### src/rtl/singlecycle_pkg.sv
// ============================================================================
// singlecycle_pkg : shared types for the single-cycle core memory stage
// Rev 1.0 - load/store request controller types and legality check
// ============================================================================
`default_nettype none

package singlecycle_pkg;

  typedef enum logic [2:0] {
    LB  = 3'd0,
    LH  = 3'd1,
    LW  = 3'd2,
    LBU = 3'd4,
    LHU = 3'd5
  } mem_funct3_e;

  // Store encodings share the low load encodings.
  localparam logic [2:0] SB = 3'd0;
  localparam logic [2:0] SH = 3'd1;
  localparam logic [2:0] SW = 3'd2;

  typedef enum logic [1:0] {
    IDLE = 2'd0,
    BUSY = 2'd1,
    RESP = 2'd2
  } lsu_state_e;

  function automatic logic is_illegal(input logic is_store, input logic [2:0] funct3,
                                      input logic [1:0] offset);
    logic ill;
    ill = 1'b1;
    if (is_store) begin
      case (funct3)
        SB:      ill = 1'b0;
        SH:      ill = offset[0];
        SW:      ill = |offset;
        default: ill = 1'b1;
      endcase
    end else begin
      case (funct3)
        LB, LBU: ill = 1'b0;
        LH, LHU: ill = offset[0];
        LW:      ill = |offset;
        default: ill = 1'b1;
      endcase
    end
    return ill;
  endfunction

endpackage

`default_nettype wire

### src/rtl/ld_align.sv
// ============================================================================
// ld_align : load lane select and sign/zero extension
// Rev 1.0 - initial release
// ============================================================================
`default_nettype none

module ld_align
  import singlecycle_pkg::*;
(
  input  logic [31:0] i_data,
  input  logic [1:0]  i_offset,
  input  logic [2:0]  i_funct3,
  output logic [31:0] o_data
);

  logic [7:0]  w_byte;
  logic [15:0] w_half;

  always_comb begin
    w_byte = i_data[7:0];
    case (i_offset)
      2'd1:    w_byte = i_data[15:8];
      2'd2:    w_byte = i_data[23:16];
      2'd3:    w_byte = i_data[31:24];
      default: w_byte = i_data[7:0];
    endcase
    w_half = i_offset[1] ? i_data[31:16] : i_data[15:0];

    o_data = i_data;
    case (i_funct3)
      LB:      o_data = {{24{w_byte[7]}}, w_byte};
      LH:      o_data = {{16{w_half[15]}}, w_half};
      LBU:     o_data = {24'd0, w_byte};
      LHU:     o_data = {16'd0, w_half};
      default: o_data = i_data;
    endcase
  end

endmodule

`default_nettype wire

### src/rtl/lsu_req_ctrl.sv
// ============================================================================
// lsu_req_ctrl : CPU-side VALID/READY initiator for load/store accesses
// Rev 1.0 - initial release
// ============================================================================
`default_nettype none

module lsu_req_ctrl
  import singlecycle_pkg::*;
#(
  parameter int TIMEOUT_CYC = 255
) (
  input  logic        i_clk,
  input  logic        i_rst,
  input  logic        i_req,
  input  logic        i_is_store,
  input  logic [2:0]  i_funct3,
  input  logic [31:0] i_addr,
  input  logic [31:0] i_rs2_data,
  output logic [31:0] o_lsu_addr,
  output logic [31:0] o_st_data,
  output logic [3:0]  o_st_strb,
  output logic        o_lsu_wren,
  output logic        o_VALID,
  input  logic        i_READY,
  input  logic [31:0] i_ld_data,
  output logic        o_stall,
  output logic [31:0] o_rd_data,
  output logic        o_rd_vld,
  output logic        o_misaligned,
  output logic        o_bus_err
);

  localparam int                 c_CNT_W    = $clog2(TIMEOUT_CYC + 1);
  localparam logic [c_CNT_W-1:0] c_CNT_LAST = c_CNT_W'(TIMEOUT_CYC - 1);

  lsu_state_e         r_state;
  lsu_state_e         w_state_nxt;
  logic [c_CNT_W-1:0] r_cnt;
  logic [2:0]         r_funct3;
  logic [1:0]         r_offset;
  logic               r_is_store;
  logic               w_illegal;
  logic               w_accept;
  logic               w_timeout;
  logic [31:0]        w_ld_aligned;
  logic [31:0]        w_st_data;
  logic [3:0]         w_st_strb;

  assign w_illegal = is_illegal(i_is_store, i_funct3, i_addr[1:0]);
  assign w_accept  = (r_state == BUSY) && i_READY;
  assign w_timeout = (r_state == BUSY) && !i_READY && (r_cnt == c_CNT_LAST);
  assign o_stall   = i_req && (r_state != RESP);

  always_ff @(posedge i_clk) begin
    if (i_rst) r_state <= IDLE;
    else       r_state <= w_state_nxt;
  end

  always_comb begin
    w_state_nxt = r_state;
    case (r_state)
      IDLE:    if (i_req) w_state_nxt = w_illegal ? RESP : BUSY;
      BUSY:    if (w_accept || w_timeout) w_state_nxt = RESP;
      RESP:    w_state_nxt = IDLE;
      default: w_state_nxt = IDLE;
    endcase
  end

  always_comb begin
    w_st_data = i_rs2_data;
    w_st_strb = 4'b1111;
    case (i_funct3[1:0])
      2'b00: begin
        w_st_data = {4{i_rs2_data[7:0]}};
        w_st_strb = 4'b0001 << i_addr[1:0];
      end
      2'b01: begin
        w_st_data = {2{i_rs2_data[15:0]}};
        w_st_strb = i_addr[1] ? 4'b1100 : 4'b0011;
      end
      default: begin
        w_st_data = i_rs2_data;
        w_st_strb = 4'b1111;
      end
    endcase
  end

  ld_align u_ld_align (
    .i_data   (i_ld_data),
    .i_offset (r_offset),
    .i_funct3 (r_funct3),
    .o_data   (w_ld_aligned)
  );

  // Request fields are only loaded from IDLE, so they stay frozen while VALID is up.
  always_ff @(posedge i_clk) begin
    if (i_rst) begin
      o_lsu_addr   <= '0;
      o_st_data    <= '0;
      o_st_strb    <= '0;
      o_lsu_wren   <= 1'b0;
      o_VALID      <= 1'b0;
      o_rd_data    <= '0;
      o_rd_vld     <= 1'b0;
      o_misaligned <= 1'b0;
      o_bus_err    <= 1'b0;
      r_cnt        <= '0;
      r_funct3     <= '0;
      r_offset     <= '0;
      r_is_store   <= 1'b0;
    end else begin
      o_rd_vld     <= 1'b0;
      o_misaligned <= 1'b0;
      o_bus_err    <= 1'b0;
      case (r_state)
        IDLE: begin
          if (i_req) begin
            if (w_illegal) begin
              o_misaligned <= 1'b1;
            end else begin
              o_lsu_addr <= {i_addr[31:2], 2'b00};
              o_st_data  <= w_st_data;
              o_st_strb  <= i_is_store ? w_st_strb : 4'b0000;
              o_lsu_wren <= i_is_store;
              o_VALID    <= 1'b1;
              r_funct3   <= i_funct3;
              r_offset   <= i_addr[1:0];
              r_is_store <= i_is_store;
              r_cnt      <= '0;
            end
          end
        end
        BUSY: begin
          if (i_READY) begin
            o_VALID <= 1'b0;
            if (!r_is_store) begin
              o_rd_data <= w_ld_aligned;
              o_rd_vld  <= 1'b1;
            end
          end else if (r_cnt == c_CNT_LAST) begin
            o_VALID   <= 1'b0;
            o_bus_err <= 1'b1;
          end else begin
            r_cnt <= r_cnt + 1'b1;
          end
        end
        default: ;
      endcase
    end
  end

endmodule

`default_nettype wire
### config.mk
export PLATFORM = sky130hd
export DESIGN_NAME = lsu_req_ctrl
export DESIGN_NICKNAME = d
export VERILOG_FILES = /design/src/rtl/singlecycle_pkg.sv /design/src/rtl/ld_align.sv /design/src/rtl/lsu_req_ctrl.sv
export SDC_FILE = /design/constraint.sdc
export NUM_CORES = 1
export LEC_CHECK = 0
export CAP_MARGIN = 20
export CORE_MARGIN = 1.5
export CORE_UTILIZATION = 40
export CTS_CLUSTER_SIZE = 16
export DETAILED_ROUTE_END_ITERATION = 8
export PLACE_DENSITY = 0.86
export REMOVE_ABC_BUFFERS = 1
export SLEW_MARGIN = 10
export SYNTH_ARGS = -nofsm -noshare
export SYNTH_HDL_FRONTEND = slang
export SYNTH_HIERARCHICAL = 1
export SYNTH_SLANG_ARGS = --single-unit
export TNS_END_PERCENT = 10
### constraint.sdc
create_clock -name i_clk -period 4.6 [get_ports i_clk]
set_input_delay 0.69 -clock i_clk [delete_from_list [all_inputs] [get_ports i_clk]]
set_output_delay 0.69 -clock i_clk [all_outputs]
set_load 0.01 [all_outputs]
==> results of run 1 <==
==> metrics by stage <==
stage            util  setup slack, ns
5_1_grt        0.6272            1.879
6_report       0.6272            1.978
2_1_floorplan       -           0.9803
3_3_place_gp   0.5817            1.671
3_5_place_dp   0.5817            1.585
4_1_cts        0.6272            1.960
==> metal layers <==
| layer | part of all wire | GRT usage | wire (um) | up-vias |
|---|---|---|---|---|
| met5 | 0 | 0 | 0 | - |
| met4 | 0.017 | 0.09527 | 263 | 0 |
| met3 | 0.095 | 0.08818 | 1496 | 22 |
| met2 | 0.47 | 0.3611 | 7351 | 237 |
| met1 | 0.42 | 0.2709 | 6619 | 2516 |
| li1 | - | - | - | 2708 |
==> path summary, 6_finish.rpt <==
| check | start | endpoint | slack (ns) |
|---|---|---|---|
| max reg2reg | r_offset[1]$_SDFFE_PP0P_ | o_rd_data[29]$_SDFFE_PP0P_ | 2.29 |
| max | i_req | o_stall | 1.98 |
| min | o_lsu_addr[18]$_SDFFE_PP0P_ | o_lsu_addr[18]$_SDFFE_PP0P_ | 0.45 |
| min reg2reg | o_lsu_addr[18]$_SDFFE_PP0P_ | o_lsu_addr[18]$_SDFFE_PP0P_ | 0.45 |
==> final cells by class <==
| class | instances | area (um2) | share of cell area |
|---|---|---|---|
| clock buffer | 23 | 478.0 | 0.05990 |
| clock inverter | 9 | 100.1 | 0.01255 |
| inverter | 7 | 26.28 | 0.003293 |
| multi-input combinational | 511 | 2663 | 0.3337 |
| sequential | 118 | 2362 | 0.2961 |
| tap | 172 | 215.2 | 0.02697 |
| timing repair buffer | 214 | 2135 | 0.2675 |
==> power by group <==
| group | internal [W] | leakage, nW | switching [W] |
|---|---|---|---|
| registers | 0.00106 | 0.958 | 0.0000252 |
| clock network | 0.000834 | 0.283 | 0.000453 |
| logic | 0.000210 | 1.58 | 0.000197 |
==> layout by cell type, fill, tap and decap left out, drive strengths merged, types with 3 or more instances in the layout <==
cell           synthesis  layout
nand2                237     237
clkdlybuf4s50          0     206
dfxtp                118     118
a21oi                 95      95
o21ai                 29      29
nor2                  27      27
clkbuf                44      23
mux2i                 17      17
a22oi                 15      15
a211oi                11      11
a311oi                10      10
nand3                  9       9
buf                   11       8
inv                    7       7
mux2                   7       7
a22o                   7       7
clkinv                 0       5
nand4                  3       3
or3b                   3       3
nand2b                 3       3
o32ai                  3       3
nor3b                  3       3
==> state kept, by name, summed over array words and instances, names as in the netlist <==
| signal | flops |
|---|---|
| r_offset | 2 |
| o_misaligned | 1 |
| r_state | 2 |
| o_VALID | 1 |
| o_rd_data | 32 |
| o_lsu_addr | 30 |
| o_rd_vld | 1 |
| o_bus_err | 1 |
| r_is_store | 1 |
| r_funct3 | 3 |
| o_st_data | 32 |
| o_st_strb | 4 |
| r_cnt | 8 |
==> tightest hold or removal path, delay by kind of cell (launching register included) <==
family	cells	cell delay (ns)
DFF	1	0.30
AOI/OAI and AO/OA	1	0.05
and+or+nand+nor	1	0.05
==> cell usage after synthesis, types with 2 or more instances <==
cell	number
sky130_fd_sc_hd__a21oi_1	94
sky130_fd_sc_hd__o31ai_1	2
sky130_fd_sc_hd__nor3b_1	3
sky130_fd_sc_hd__buf_4	2
sky130_fd_sc_hd__a21o_1	2
sky130_fd_sc_hd__nand4_1	3
sky130_fd_sc_hd__a22oi_1	15
sky130_fd_sc_hd__mux2i_1	17
sky130_fd_sc_hd__inv_1	7
sky130_fd_sc_hd__a311oi_1	10
sky130_fd_sc_hd__ha_1	2
sky130_fd_sc_hd__buf_6	3
sky130_fd_sc_hd__o21ai_0	29
sky130_fd_sc_hd__nand2b_1	3
sky130_fd_sc_hd__nor2_1	27
sky130_fd_sc_hd__o211ai_1	2
sky130_fd_sc_hd__nand3_1	9
sky130_fd_sc_hd__buf_1	2
sky130_fd_sc_hd__clkbuf_1	44
sky130_fd_sc_hd__dfxtp_1	118
sky130_fd_sc_hd__buf_2	4
sky130_fd_sc_hd__and3_1	2
sky130_fd_sc_hd__nand2_1	237
sky130_fd_sc_hd__or3b_2	3
sky130_fd_sc_hd__a22o_1	7
sky130_fd_sc_hd__o32ai_1	3
sky130_fd_sc_hd__nor2b_1	2
sky130_fd_sc_hd__a211oi_1	11
sky130_fd_sc_hd__mux2_2	7
==> cells by family (layout without fill, tap and decap cells) <==
kind of cell,after synthesis,in the layout,share of synthesized area
AND/OR/NAND/NOR,297,297,0.2320
AO/OA/AOI/OAI,185,185,0.2125
flip-flops,118,118,0.4478
buffers and inverters,62,253,0.05076
multiplexers,25,25,0.05147
adder cells (fa/ha/maj),2,2,0.004743
other,1,2,0.0007109
==> impl_metrics.toml, run 1 <==
[clock_tree]
clk_transition_reported_paths_ns = 0.05
cts_setup_buffers = 0
cts_made_buffers = 17
clkLatencyLatePin_ns = 0.42
cts_tree = "done"
cts_hold_repair.buffers = 0
post_cts_resized = 0
clk_root_buffer_cell = "sky130_fd_sc_hd__clkbuf_16"
ctsLongestPathBuffers = 2
clkSinkCount = 118
htreeDepth = 4

[cells_and_area]
design_area_mm2 = 0.007979
antennaDiodeCount = 0
syn_to_final_growth_pct = 51.26
filler_cell_count = 1119
layout-drive-gt1-share = 0.06236
design.final.nets = 975
fin_cells = 1054

[die]
die_h_um = 117.8
placeableCoreArea_mm2 = 0.01272
fp.dieW_um = 117.8
ioPinCount = 210
die_area_mm2 = 0.01389
effective_utilization_at_floorplan = 0.4146
rows = 41

[yosys]
synthesis.area_mm2 = 0.005275
synth.largest_area_cell = "sky130_fd_sc_hd__dfxtp_1"
synth_seq_cells = 118
netlist_instances = 690
yosysWarnings = 6
synth-async-reset-ratio = 0
synthTopCellsByArea = "sky130_fd_sc_hd__dfxtp_1 (45%), sky130_fd_sc_hd__nand2_1 (17%), sky130_fd_sc_hd__a21oi_1 (8.9%)"
synth.avg_cell_area_um2 = 7.645
post_synthesis_cell_type_count = 49
postSynth.topFlopCell = "sky130_fd_sc_hd__dfxtp_1"
synth_seq_area_share = 0.4478
synth_largest_type_area_fraction = 0.4478
edff_count_synth = 0

[setup_path]
critical_path_buf_inv_count = 2
cp_slowest_stage_delay_ns = 0.56
timing.setup.critical_path_class = "primary input to output pin"
cp_data_required_time_ns = 3.91
crit_slowest_cell = "sky130_fd_sc_hd__clkdlybuf4s50_1"
worstPathCellList = "clkdlybuf4s50_1 -> a21boi_0 -> clkdlybuf4s50_1"
critPathMaxFanout = 3
crit_family = "buffers and inverters"
critPathArrivalTime_ns = 1.93
worstSetupStartpointType = "primary input"
crit_path_frequent_cell = "sky130_fd_sc_hd__clkdlybuf4s50_1"
ff2ff_path_depth = 6
critical_path.endpoint_type = "output pin"
worst-path-stages = 3

[drt]
dr.pass1.iters = 5
vias = 5483
via_per_inst = 5.202
remaining_drc_errors = 0
number_of_routed_nets_with_antenna_violations = 0
finalWirelength_um = 15730
wire_per_inst_um = 14.92
drc_marker_count_from_the_first_detailed_route_iteration = 441

[sta]
worst_hold_slack_across_all_endpoints_ns = 0.4519
max_fclk_ghz = 0.3813
rsz0062_at_grt = "false"
worst_tran_pin_value_ns = 0.7042
setup_violations = 0
slew_viol_final = 0
shortest_period_the_worst_path_allows_ns = 2.622
period_utilisation_layout = 0.5701
maxSlewHeadroom = 0.5306
finalClockSkew_ns = 0.01205
report.final.hold_viol_count = 0
final.setup.tns_ns = 0

[grt]
global_route.overflow_total = 0
grt_antenna_before_repair = 0
gr-usage-all-layers = 0.2261
grt_pass1_vias = 5081
grt_first_pass_wirelength_um = 25370
grt_max_degree = 76

[placement]
dpl_cells = 1022
routabilityCongestion = 0.8311
count_of_port_buffers_added_during_placement = 207
dpl_cell_area_mm2 = 0.007401
detailed_place_hpwl_um = 10710

[min_path]
worstHoldPathCells = 2
min-delay-path-class = "flop to flop"

[outcome]
status = "complete, no violations"

[power_and_ir_drop]
p_leak_nw = 2.820
max-vdd-ir-drop_mv = 0.1985
report.power.total_w = 0.002783
power-per-cell-area_mw_per_mm2 = 348.8

[job]
maximum_capacitance_violations = 0
Note: power is estimated with default switching activity, not from simulation.
==> inputs of run 2 (changes only) <==
==> constraint.sdc (replaced) <==
create_clock -name i_clk -period 2.73 [get_ports i_clk]
set_input_delay 0.4095 -clock i_clk [delete_from_list [all_inputs] [get_ports i_clk]]
set_output_delay 0.4095 -clock i_clk [all_outputs]
set_load 0.01 [all_outputs]
==> impl_metrics.toml, run 2 (synthesized netlist as in run 1, its figures left out) <==
[grt]
grt_first_pass_wirelength_um = 25920
grt_max_degree = 90
grt_pass1_vias = 5123
global_route.overflow_total = 0
gr-usage-all-layers = 0.2315
grt_antenna_before_repair = 0

[sta]
worst_hold_slack_across_all_endpoints_ns = 0.4515
maxSlewHeadroom = 0.4611
shortest_period_the_worst_path_allows_ns = 2.192
max_fclk_ghz = 0.4562
report.final.hold_viol_count = 0
slew_viol_final = 0
period_utilisation_layout = 0.8029
setup_violations = 0
finalClockSkew_ns = 0.005612
worst_tran_pin_value_ns = 0.8083
final.setup.tns_ns = 0
rsz0062_at_grt = "false"

[cells_and_area]
filler_cell_count = 1106
design.final.nets = 978
biggest_regs = "o_rd_data: 32 flops, o_st_data: 32 flops, o_lsu_addr: 30 flops"
fin_cells = 1055
design_area_mm2 = 0.007986
syn_to_final_growth_pct = 51.40
layout-drive-gt1-share = 0.06229
layout_commonest_cell = "sky130_fd_sc_hd__nand2_1"
layout.cells.most_common_list = "sky130_fd_sc_hd__nand2_1 (237), sky130_fd_sc_hd__clkdlybuf4s50_1 (206), sky130_fd_sc_hd__dfxtp_1 (118)"
antennaDiodeCount = 0

[placement]
routabilityCongestion = 0.8886
dpl_cells = 1025
detailed_place_hpwl_um = 10940
dpl_cell_area_mm2 = 0.007423
count_of_port_buffers_added_during_placement = 207

[drt]
via_per_inst = 5.292
drc_marker_count_from_the_first_detailed_route_iteration = 566
dr.pass1.iters = 6
remaining_drc_errors = 0
number_of_routed_nets_with_antenna_violations = 0
vias = 5583
wire_per_inst_um = 15.29
finalWirelength_um = 16130

[clock_tree]
cts_hold_repair.buffers = 0
cts_tree = "done"
clkSinkCount = 118
cts_made_buffers = 17
clk_transition_reported_paths_ns = 0.05
cts_setup_buffers = 0
ctsLongestPathBuffers = 2
clk_root_buffer_cell = "sky130_fd_sc_hd__clkbuf_16"
htreeDepth = 4
post_cts_resized = 0
clkLatencyLatePin_ns = 0.41

[setup_path]
cp_slowest_stage_delay_ns = 0.55
crit_family = "compound AO/OA/AOI/OAI gates"
cp_data_required_time_ns = 3.04
critical_path.endpoint_type = "flop"
worstSetupStartpointType = "primary input"
worstPathCellList = "clkdlybuf4s50_1 -> or4_4 -> a21o_2 -> a2111o_1 -> o32ai_1"
critical_path_buf_inv_count = 1
critPathMaxFanout = 12
critPathArrivalTime_ns = 2.50
timing.setup.critical_path_class = "primary input to flop"
timing.critical_path.from = "i_addr[0]"
crit_slowest_cell = "sky130_fd_sc_hd__or4_4"
worst_r2r_startpoint = "r_state[0]$_SDFFE_PP0P_"

[die]
fp.dieW_um = 117.8
effective_utilization_at_floorplan = 0.4146
placeableCoreArea_mm2 = 0.01272
rows = 41
die_area_mm2 = 0.01389
die_h_um = 117.8
ioPinCount = 210

[power_and_ir_drop]
sequentialPowerShare = 0.396
internal_portion_of_total_power_w = 0.003533
max-vdd-ir-drop_mv = 0.4224
pwr-share-comb = 0.150
report.power.total_w = 0.004642
p_switching_w = 0.001109
power_switching_share = 0.2388
power-per-cell-area_mw_per_mm2 = 581.2
power.share.clock = 0.454
p_leak_nw = 2.831

[job]
maximum_capacitance_violations = 0

[min_path]
min_from = "o_lsu_addr[18]$_SDFFE_PP0P_"
min-delay-path-class = "flop to flop"

[outcome]
status = "complete, no violations"
run 2: cell count changes in the layout (fill, tap and decap cells not counted):
cell,previous run,this run
sky130_fd_sc_hd__buf_4,7,10
sky130_fd_sc_hd__bufinv_16,2,1
sky130_fd_sc_hd__clkbuf_1,3,4
sky130_fd_sc_hd__clkbuf_8,3,6
sky130_fd_sc_hd__clkinv_2,5,2
sky130_fd_sc_hd__clkinvlp_4,2,0
run 2: power by group through the flow:
stage	clock network (W)	logic [W]	registers, W
after global routing	0.00223	0.000756	0.00184
final	0.00211	0.000696	0.00184
after CTS	0.00215	0.000695	0.00184
after detailed placement	0	0.000690	0.00187
after global placement	0	0.000683	0.00187
after floorplan	0	0.000244	0.00190
run 2: metrics by stage:
stage	setup WS (ns)	utilization
2_1_floorplan	-0.6092	-
3_3_place_gp	0.2146	0.5835
3_5_place_dp	0.1517	0.5835
4_1_cts	0.5903	0.6278
5_1_grt	0.4740	0.6278
6_report	0.5380	0.6278
run 2: metal layers:
metal | global-route usage | vias to the layer above | wire length [um]
met5 | 0 | - | 0
met4 | 0.1014 | 0 | 318
met3 | 0.07994 | 28 | 1467
met2 | 0.3644 | 262 | 7516
met1 | 0.2869 | 2580 | 6829
li1 | - | 2713 | -
run 2: cell type report:
cell class,count,area [um2],area share
Clock inverter,3,40.04,0.005013
Multi-Input combinational cell,511,2663,0.3334
Sequential cell,118,2362,0.2958
Tap cell,172,215.2,0.02695
Inverter,7,26.28,0.003290
Timing Repair Buffer,217,2157,0.2701
Clock buffer,27,523.0,0.06549
run 2: path summary, 6_finish.rpt:
kind / end / slack [ns] / cells after the start
worst min register to register: o_lsu_addr[18]$_SDFFE_PP0P_ / 0.45 / 2
worst max-delay path: r_cnt[6]$_SDFFE_PP0P_ / 0.54 / 5
worst max register to register: r_cnt[6]$_SDFFE_PP0P_ / 0.66 / 4
worst min-delay path: o_lsu_addr[18]$_SDFFE_PP0P_ / 0.45 / 2
run 2: worst register-to-register path, cell delays in order, from the launching register on:
cell and delay, ns:
sky130_fd_sc_hd__dfxtp_1 0.36, sky130_fd_sc_hd__or3b_2 0.54, sky130_fd_sc_hd__a21o_2 0.30, sky130_fd_sc_hd__a2111o_1 0.48
sky130_fd_sc_hd__o32ai_1 0.29
==> inputs of run 3 (changes only) <==
==> constraint.sdc (replaced) <==
create_clock -name i_clk -period 2.25 [get_ports i_clk]
set_input_delay 0.3375 -clock i_clk [delete_from_list [all_inputs] [get_ports i_clk]]
set_output_delay 0.3375 -clock i_clk [all_outputs]
set_load 0.01 [all_outputs]
==> impl_metrics.toml, run 3 (synthesized netlist as in run 1, its figures left out) <==
[sta]
setup_violations = 0
rsz0062_at_grt = "false"
period_utilisation_layout = 0.8978
max_fclk_ghz = 0.4950
finalClockSkew_ns = 0.007530
layout_setup_ws_ns = 0.2299
slew_viol_final = 0
report.final.hold_viol_count = 0
worst_tran_pin_value_ns = 0.6376
maxSlewHeadroom = 0.5741
shortest_period_the_worst_path_allows_ns = 2.020

[cells_and_area]
layout-drive-gt1-share = 0.08710
layout.cells.most_common_list = "sky130_fd_sc_hd__nand2_1 (237), sky130_fd_sc_hd__clkdlybuf4s50_1 (206), sky130_fd_sc_hd__dfxtp_1 (118)"
syn_to_final_growth_pct = 56.88
design.final.nets = 1002
layout_commonest_cell = "sky130_fd_sc_hd__nand2_1"
design_area_mm2 = 0.008275
fin_cells = 1079
antennaDiodeCount = 0
share_of_the_core_filled_with_cells = 0.6505
biggest_regs = "o_rd_data: 32 flops, o_st_data: 32 flops, o_lsu_addr: 30 flops"

[die]
placeableCoreArea_mm2 = 0.01272
effective_utilization_at_floorplan = 0.4146
rows = 41
fp.dieW_um = 117.8
ioPinCount = 210
die_h_um = 117.8
die_area_mm2 = 0.01389

[grt]
global_route.overflow_total = 0
grt_max_degree = 49
grt_antenna_before_repair = 0
gr-usage-all-layers = 0.2365
grt_pass1_vias = 5366
grt_first_pass_wirelength_um = 26610

[placement]
detailed_place_hpwl_um = 11500
dpl_cells = 1049
count_of_port_buffers_added_during_placement = 207
dp_worst_setup_slack_ns = -0.1115
routabilityCongestion = 0.8926
dpl_cell_area_mm2 = 0.007679

[clock_tree]
clkSinkCount = 118
cts_made_buffers = 17
clkLatencyLatePin_ns = 0.41
ctsLongestPathBuffers = 2
clk_root_buffer_cell = "sky130_fd_sc_hd__clkbuf_16"
clk_transition_reported_paths_ns = 0.05
htreeDepth = 4
cts_hold_repair.buffers = 0
cts_setup_buffers = 0
post_cts_resized = 0
cts_tree = "done"

[power_and_ir_drop]
power-per-cell-area_mw_per_mm2 = 708.0
max-vdd-ir-drop_mv = 0.4713
report.power.total_w = 0.005859
p_leak_nw = 2.988

[setup_path]
critical_path.endpoint_type = "output pin"
ff2ff_path_depth = 4
timing.critical_path.from = "r_state[0]$_SDFFE_PP0P_"
worst_r2r_startpoint = "r_state[0]$_SDFFE_PP0P_"
cp_data_required_time_ns = 1.91
critPathArrivalTime_ns = 1.68
timing.setup.critical_path_class = "flop to output pin"
worstSetupStartpointType = "flop"
timing.rr.end = "r_cnt[6]$_SDFFE_PP0P_"
critPathMaxFanout = 7
rrSetupSlack_ns = 0.34
timing.critical_path.to = "o_stall"

[drt]
via_per_inst = 5.283
drc_marker_count_from_the_first_detailed_route_iteration = 604
remaining_drc_errors = 0
finalWirelength_um = 16540
number_of_routed_nets_with_antenna_violations = 0
dr.pass1.iters = 5
wire_per_inst_um = 15.33
vias = 5700

[outcome]
status = "complete, no violations"

[job]
maximum_capacitance_violations = 0

[min_path]
min-delay-path-class = "primary input to flop"
run 3: metal layers:
metal,GRT usage,wire [um]
met3,0.09205,1605
met4,0.08918,310
met5,0,0
met1,0.2797,6777
met2,0.3874,7846
run 3: worst min-delay path by stage:
stage / startpoint / end / slack, ns / cells past startpoint
floorplan: i_rst / o_lsu_addr[10]$_SDFFE_PP0P_ / 0.41 / 1
global placement: o_st_strb[3]$_SDFFE_PP0P_ / o_st_strb[3]$_SDFFE_PP0P_ / 0.44 / 2
detailed placement: o_lsu_addr[2]$_SDFFE_PP0P_ / o_lsu_addr[2]$_SDFFE_PP0P_ / 0.45 / 2
CTS: i_rst / o_VALID$_SDFFE_PP0P_ / 0.29 / 2
global route: i_rst / o_VALID$_SDFFE_PP0P_ / 0.31 / 2
finish: i_rst / o_VALID$_SDFFE_PP0P_ / 0.30 / 2
run 3: layout make-up:
cell class                      instances  area [um2]
Inverter                                7       26.28
Timing Repair Buffer                  241        2412
Multi-Input combinational cell        511        2663
Clock buffer                           28       536.8
Fill cell                            1093        4447
Clock inverter                          2       60.06
Sequential cell                       118        2362
Tap cell                              172       215.2
run 3: per-stage QoR:
step / hold slack (ns) / TNS [ns]
after floorplan: 0.4066 / -76.87
after global placement: 0.4393 / -1.029
after detailed placement: 0.4455 / -1.848
after CTS: 0.2919 / 0
after global routing: 0.3102 / 0
final: 0.3048 / 0
run 3: power by group:
group          internal, W  switching, W
clock              0.00182      0.000896
combinational     0.000489      0.000424
sequential         0.00218     0.0000507
total              0.00449       0.00137
run 3: worst max-delay path, cell delays in order (launching register included):
cell                              delay, ns
sky130_fd_sc_hd__dfxtp_1               0.44
sky130_fd_sc_hd__inv_1                 0.10
sky130_fd_sc_hd__a21boi_0              0.18
sky130_fd_sc_hd__clkdlybuf4s50_1       0.56
